==> src/rtl/uart_tx_arbiter.sv <==
// uart_tx_arbiter: round-robin arbiter sharing one UART transmitter among NUM_REQ byte producers
module uart_tx_arbiter #(
  parameter int NUM_REQ = 4,
  parameter int DATA_W = 8,
  parameter int TIMEOUT_CYC = 40000,
  localparam int IW = $clog2(NUM_REQ),
  localparam int CW = $clog2(TIMEOUT_CYC)
) (
  input  logic                       clk,
  input  logic                       rst,
  input  logic [NUM_REQ-1:0]         req_valid,
  input  logic [NUM_REQ*DATA_W-1:0]  req_data,
  output logic [NUM_REQ-1:0]         req_ready,
  output logic [DATA_W-1:0]          tx_data_in,
  output logic                       start,
  input  logic                       done_tx,
  output logic [IW-1:0]              grant_id,
  output logic                       busy,
  output logic                       timeout_err
);
  typedef enum logic [1:0] {IDLE, LAUNCH, WAIT_DONE} state_t;
  state_t               state_q;
  logic [CW-1:0]        cnt_q;
  logic [IW-1:0]        last_q, gid_q, win_d;
  logic [IW:0]          idx;
  logic                 hit_d, start_q, busy_q, terr_q;
  logic [NUM_REQ-1:0]   ready_q;
  logic [DATA_W-1:0]    data_q;
  // scan from the farthest candidate down so the nearest one after last_q wins
  always_comb begin
    win_d = '0;
    hit_d = 1'b0;
    idx = '0;
    for (int k = NUM_REQ; k >= 1; k--) begin
      idx = {1'b0, last_q} + (IW+1)'(k);
      idx = (idx >= (IW+1)'(NUM_REQ)) ? idx - (IW+1)'(NUM_REQ) : idx;
      if (req_valid[idx[IW-1:0]]) begin
        win_d = idx[IW-1:0];
        hit_d = 1'b1;
      end
    end
  end
  always_ff @(posedge clk or posedge rst) begin
    if (rst) begin
      state_q <= IDLE;
      cnt_q   <= '0;
      last_q  <= IW'(NUM_REQ-1);
      gid_q   <= '0;
      data_q  <= '0;
      ready_q <= '0;
      start_q <= 1'b0;
      busy_q  <= 1'b0;
      terr_q  <= 1'b0;
    end else begin
      start_q <= 1'b0;
      ready_q <= '0;
      terr_q  <= 1'b0;
      case (state_q)
        IDLE: if (hit_d) begin
          data_q  <= req_data[win_d*DATA_W +: DATA_W];
          gid_q   <= win_d;
          last_q  <= win_d;
          ready_q <= NUM_REQ'(1) << win_d;
          start_q <= 1'b1;
          busy_q  <= 1'b1;
          state_q <= LAUNCH;
        end
        LAUNCH: state_q <= WAIT_DONE;
        WAIT_DONE: if (done_tx) begin
          state_q <= IDLE;
          busy_q  <= 1'b0;
          cnt_q   <= '0;
        end else if (cnt_q == CW'(TIMEOUT_CYC-1)) begin
          state_q <= IDLE;
          busy_q  <= 1'b0;
          terr_q  <= 1'b1;
          cnt_q   <= '0;
        end else begin
          cnt_q <= cnt_q + 1'b1;
        end
        default: state_q <= IDLE;
      endcase
    end
  end
  assign req_ready   = ready_q;
  assign tx_data_in  = data_q;
  assign start       = start_q;
  assign grant_id    = gid_q;
  assign busy        = busy_q;
  assign timeout_err = terr_q;
endmodule

==> config.mk <==
export PLATFORM = sky130hd
export DESIGN_NAME = uart_tx_arbiter
export DESIGN_NICKNAME = d
export VERILOG_FILES = /design/src/rtl/uart_tx_arbiter.sv
export SDC_FILE = /design/constraint.sdc
export NUM_CORES = 1
export LEC_CHECK = 0
export BUFFER_PORTS_ARGS = -buffer_cell sky130_fd_sc_hd__buf_2
export CAP_MARGIN = 15
export CORE_UTILIZATION = 46
export DETAILED_ROUTE_END_ITERATION = 10
export PLACE_DENSITY_LB_ADDON = 0.2
export SLEW_MARGIN = 20
export SYNTH_ARGS = -nofsm -noshare
export SYNTH_HDL_FRONTEND = slang
export SYNTH_SLANG_ARGS = --single-unit
==> constraint.sdc <==
create_clock -name clk -period 1.9 [get_ports clk]
set_input_delay 0.38 -clock clk [delete_from_list [all_inputs] [get_ports clk]]
set_output_delay 0.38 -clock clk [all_outputs]
set_load 0.01 [all_outputs]
# After elaboration in Yosys (flattened, before gate mapping)
# Index checks and enable logic that the tools add are counted.
[op_classes] eq_ne=5 n_reduce_logical=5 shifts=2 mul=0 n_div=0 addsub=9 order_cmp=8 bitwise_logic=0 n_mux=37
[ops] operator="16-bit 2-to-1 mux" n=2
[ops] operator="32-bit by 6-bit indexed part select with 8-bit output" n=1
[ops] operator="2-bit 2-to-1 mux" n=11
[ops] operator="16-bit by 1-bit adder with 16-bit output, second input constant" n=1
[ops] operator="16-bit equality test, second input constant" n=1
[ops] operator="1-bit 2-to-1 mux" n=16
[ops] operator="3-bit greater-or-equal comparator, second input constant" n=4
[ops] operator="2-bit by 3-bit < comparator with 1-bit output, second input constant" n=4
[ops] operator="1-bit binary-select mux with 2-bit select" n=4
[ops] operator="4-bit 2-to-1 mux" n=2
[ops] operator="2-bit by 1-bit subtractor with 2-bit output, second input constant" n=4
[ops] operator="2-bit by 2-bit adder with 3-bit output, second input constant" n=2
[ops] operator="2-bit case mux with 3 select lines" n=1
[ops] operator="2-bit AND reduction" n=2
[ops] operator="1-bit by 2-bit << shifter with 4-bit output, first input constant" n=1
[ops] operator="2-bit by 1-bit adder with 3-bit output, second input constant" n=1
[ops] operator="2-bit by 3-bit adder with 3-bit output, second input constant" n=1
[ops] operator="3-bit inequality test, second input constant" n=1
[ops] operator="3-bit AND reduction" n=1
[ops] operator="2-bit by 1-bit equality test with 1-bit output, second input constant" n=1
[ops] operator="2-bit equality test, second input constant" n=1
[ops] operator="2-bit logical NOT" n=1
[ops] operator="2-bit inequality test, second input constant" n=1
[ops] operator="1-bit case mux with 2 select lines" n=1
[ops] operator="2-bit nonzero test" n=1
[word_totals] out_inout_bits=17 word_cells=75 latchBits=0 ff_bits=37 memories=0 mem_bits_ro=0 ram_bits=0 input_bits=39

# Depth between registers and ports, before layout
[depth] ltp_word=12 mapped_depth=7 depth_no_buf=6

# Least setup slack after synthesis
# Ideal clock, no wire load.
[synth_timing] path_kind="reg2reg" from="register cnt_q[7]" to="register cnt_q[11]" stages_incl_launch_ff=7 path_buffers=1 setup_time_ns=0.125 period_less_slack_ns=1.732 t_arrival_ns=1.607 path_slack_ns=0.168 path_cell_list="dfrtp_1 -> or4_4 -> nor3_4 -> a31oi_4 -> buf_6 -> a21oi_2 -> mux2i_1"
[synth_via] elab_chain_len=3
[synth_lines] item="from (decl)" line="23" source="logic [CW-1:0] cnt_q;"
[synth_lines] item="from (signal assigned)" line="79" source="cnt_q <= cnt_q + 1'b1;"
[synth_lines] item="16-bit by 1-bit adder with 16-bit output or 16-bit equality test (tied branches)" line="79, 73"
[synth_lines] item="16-bit 2-to-1 mux (*)" line="73" source="end else if (cnt_q == CW'(TIMEOUT_CYC-1)) begin"
[synth_lines] item="16-bit 2-to-1 mux (*)" line="69" source="WAIT_DONE: if (done_tx) begin"
# Every way passes the cells marked *; elsewhere a longest branch is shown, timed or not.
# A chain may end at the register's enable or synchronous reset.

# Final worst setup path
[layout_timing] from="register cnt_q[9]" to="register cnt_q[7]"
[layout_via] elab_chain_len=3
[layout_lines] item="16-bit equality test" line="73"
[layout_lines] item="16-bit 2-to-1 mux" line="73"
[layout_lines] item="16-bit 2-to-1 mux" line="69"
# Every way passes these cells.

==> flow_summary_export.csv <==
group,metric,value,unit
hold_path,hold_class,"in2async",
synth,ys_ff_latch,37,
timing,drv_slew,0,
synth,synth_cells,192,
critical_path,startpoint_type,"register",
floorplan,io_pins,56,
route,vias,1679,
critical_path,critPathMaxFanout,17,
cts,clkSinkCount,37,
placed_design,portBuffers,55,
floorplan,die-area,4410,um^2
cts,clk_pin_slew_worst_paths,0.08,ns
outcome,status,"finished, final reports clean",
timing,finalSetupViolCount,0,
cells_and_area,mostFrequentLayoutCell,"buf_2",
floorplan,rows,23,
critical_path,reg2reg_depth,6,
synth,ys_warn_count,0,
placed_design,globalplace.congestion,0.808,
power_and_ir_drop,power.density,1260,nW/um^2
synth,ys_seq_area_share,48.7,%
cells_and_area,drive_gt1_share,34.1,%
timing,period_share,95.4,%
placed_design,place_hpwl,2960,um
global_route,grt_max_degree,38,
global_route,antenna_found_initial,0,
timing,layout_min_cycle_time,1.81,ns
timing,hold_viol_final,0,
cts,htreeDepth,2,
floorplan,initial_core_util,47.7,%
global_route,globalRouteOverflowTotal,0,
route,ant_nets,0,
cts,cts_buffer_depth,2,
cts,cts_buffers,5,
job,maxCapViolCount,0,
placed_design,dp_cells,300,
critical_path,required,2.07,ns
critical_path,cp.arrival,1.99,ns
cells_and_area,antennaDiodeCount,0,
synth,netlist.area_leader.share,45.9,%
route,vias_per_cell,5.40,
synth,synth.distinct_cells,41,
route,routedWlPerCell,13.3,um
timing,worst_pin_slew,0.463,ns
critical_path,r2r_slack,0.09,ns
cells_and_area,nNetsFinal,300,
global_route,grt_pass1_vias,1622,
power_and_ir_drop,fin_total_pwr,3050,uW
critical_path,crit_type,"reg2reg",
timing,finClkSkew,0.00605,ns
cts,clock_latency,0.29,ns
critical_path,reg2reg_from,"cnt_q[9]",
cts,cts_tree,"done",
synth,netlist_area,1910,um^2
synth,syn-num-nets,232,
power_and_ir_drop,p_leak,0.00118,uW
route,first_pass_iters,4,
cells_and_area,final_cell_mix,"55 x buf_2, 35 x dfrtp_1, 29 x nand2_1",
power_and_ir_drop,ir_drop,0.706,mV
floorplan,die_w,66.4,um
route,drtIter0Drc,64,
timing,maxSlewHeadroom,69.1,%
floorplan,die-height,66.4,um
route,drt_wl_total,4130,um
route,drc_errors,0,
floorplan,core,4000,um^2
cts,cts-root-buf,"clkbuf_8",
timing,timing.fmax,552,MHz
critical_path,reg2reg_to,"cnt_q[7]",
cells_and_area,instances_no_fill,311,
cells_and_area,syn_to_final_growth,27.3,%
synth,yosysTopAreaCell,"dfrtp_1",
global_route,grt_pass1_wl,7160,um
synth,avgSynthCellArea,9.94,um^2
synth,yosys-top-cells-area,"dfrtp_1 46%, mux2i_1 9.4%, nand2_1 5.7%",
global_route,grt_use_total,21.6,%
critical_path,worstSetupEndpointType,"register",
cells_and_area,nFillCells,331,
==> per-stage QoR <==
stage | area, um^2 | TNS [ns] | hold WS (ns) | worst slack, ns | utilization [%]
floorplan | 1910 | 0 | 0.451 | 0.168 | -
global placement | 2300 | 0 | 0.463 | 0.0977 | 57.5
detailed placement | 2300 | 0 | 0.465 | 0.0331 | 57.5
CTS | 2410 | 0 | 0.194 | 0.0477 | 60.3
global route | 2430 | -0.00335 | 0.223 | -0.00335 | 60.7
finish | 2430 | 0 | 0.181 | 0.0872 | 60.7
==> cell families (layout without fill, tap and decap cells) <==
family,after synthesis,count (layout),synth area share (%)
AOI/OAI and AO/OA,48,48,17.6
xor gates and xnor gates,3,3,1.38
adders and majority gates,1,1,0.656
buffers and inverters,16,85,3.87
DFF,37,37,48.7
muxes,18,18,9.44
and+or+nand+nor,69,69,18.4
==> cell usage after synthesis <==
cell type  number
or3_1           2
a21o_1          1
nor4_2          1
and2_1          1
dfrtp_1        35
nand2_1        29
buf_4           1
and4_1          1
o221ai_1        9
a21oi_2         2
a31oi_4         1
nand3_1         3
dfstp_2         2
xnor2_1         3
inv_1           8
nor3_4          1
and3_1          5
a31oi_1         8
nor2_1         13
nor2b_1         2
a211o_1         1
buf_2           2
mux2i_1        18
o211a_1         1
or4_4           1
a21oi_1         9
o31ai_1         1
nand2b_1        5
inv_2           1
a41oi_1         2
a31o_2          1
nor3_1          1
nand3_2         1
o21ai_0         3
o21ai_1         8
ha_1            1
or4_1           1
buf_6           1
clkbuf_1        3
nand4_1         2
a22o_1          1
==> worst max path at each step <==
stage / start / cells past startpoint / slack [ns] / end
final: cnt_q[9] / 6 / 0.09 / cnt_q[7]
after global placement: cnt_q[0] / 7 / 0.1 / cnt_q[5]
after global routing: cnt_q[0] / 7 / -0.003 / cnt_q[15]
after detailed placement: cnt_q[0] / 7 / 0.03 / cnt_q[5]
after CTS: cnt_q[0] / 7 / 0.05 / cnt_q[3]
after floorplan: cnt_q[7] / 6 / 0.17 / cnt_q[11]
==> critical path, cell delays in order (launching register included) <==
cell     delay, ns
dfrtp_1       0.42
or4_4         0.51
nor3_4        0.20
a31oi_4       0.13
buf_12        0.16
a41oi_1       0.21
a31oi_1       0.06
==> final cells by class <==
type                            count  area, um^2  share of cell area, %
Timing Repair Buffer               68         398                   16.4
Inverter                            9        33.8                   1.39
Tap cell                           50        62.6                   2.58
Multi-Input combinational cell    139         915                   37.7
Sequential cell                    37         928                   38.2
Clock buffer                        5        68.8                   2.83
Clock inverter                      3        22.5                  0.927
==> where the power goes <==
group	total [uW]	switching, uW	internal, uW	leakage (uW)
combinational	1300	715	584	0.000665
sequential	1200	157	1040	0.000480
clock	552	295	257	0.0000364
total	3050	1170	1880	0.00118
==> routing by layer <==
metal | share of wire (%) | track usage [%]
met1 | 45 | 26.3
met2 | 48 | 36.1
met3 | 5.3 | 5.34
met4 | 1.4 | 8.78
met5 | 0 | 0
==> flip-flops by register name (all words and copies together) (netlist names) <==
signal and cells:
grant_id 2, state_q 2, req_ready 4, tx_data_in 8, start 1, timeout_err 1
last_q 2, busy 1, cnt_q 16
==> timing repair <==
item / in CTS / in global routing
pin swaps: 1 / 0
buffers inserted: 1 / 2
hold buffers: 0 / 0
setup endpoints to repair: 2 / 3
resized for setup: 0 / 1
(Power assumes the default switching activity.)
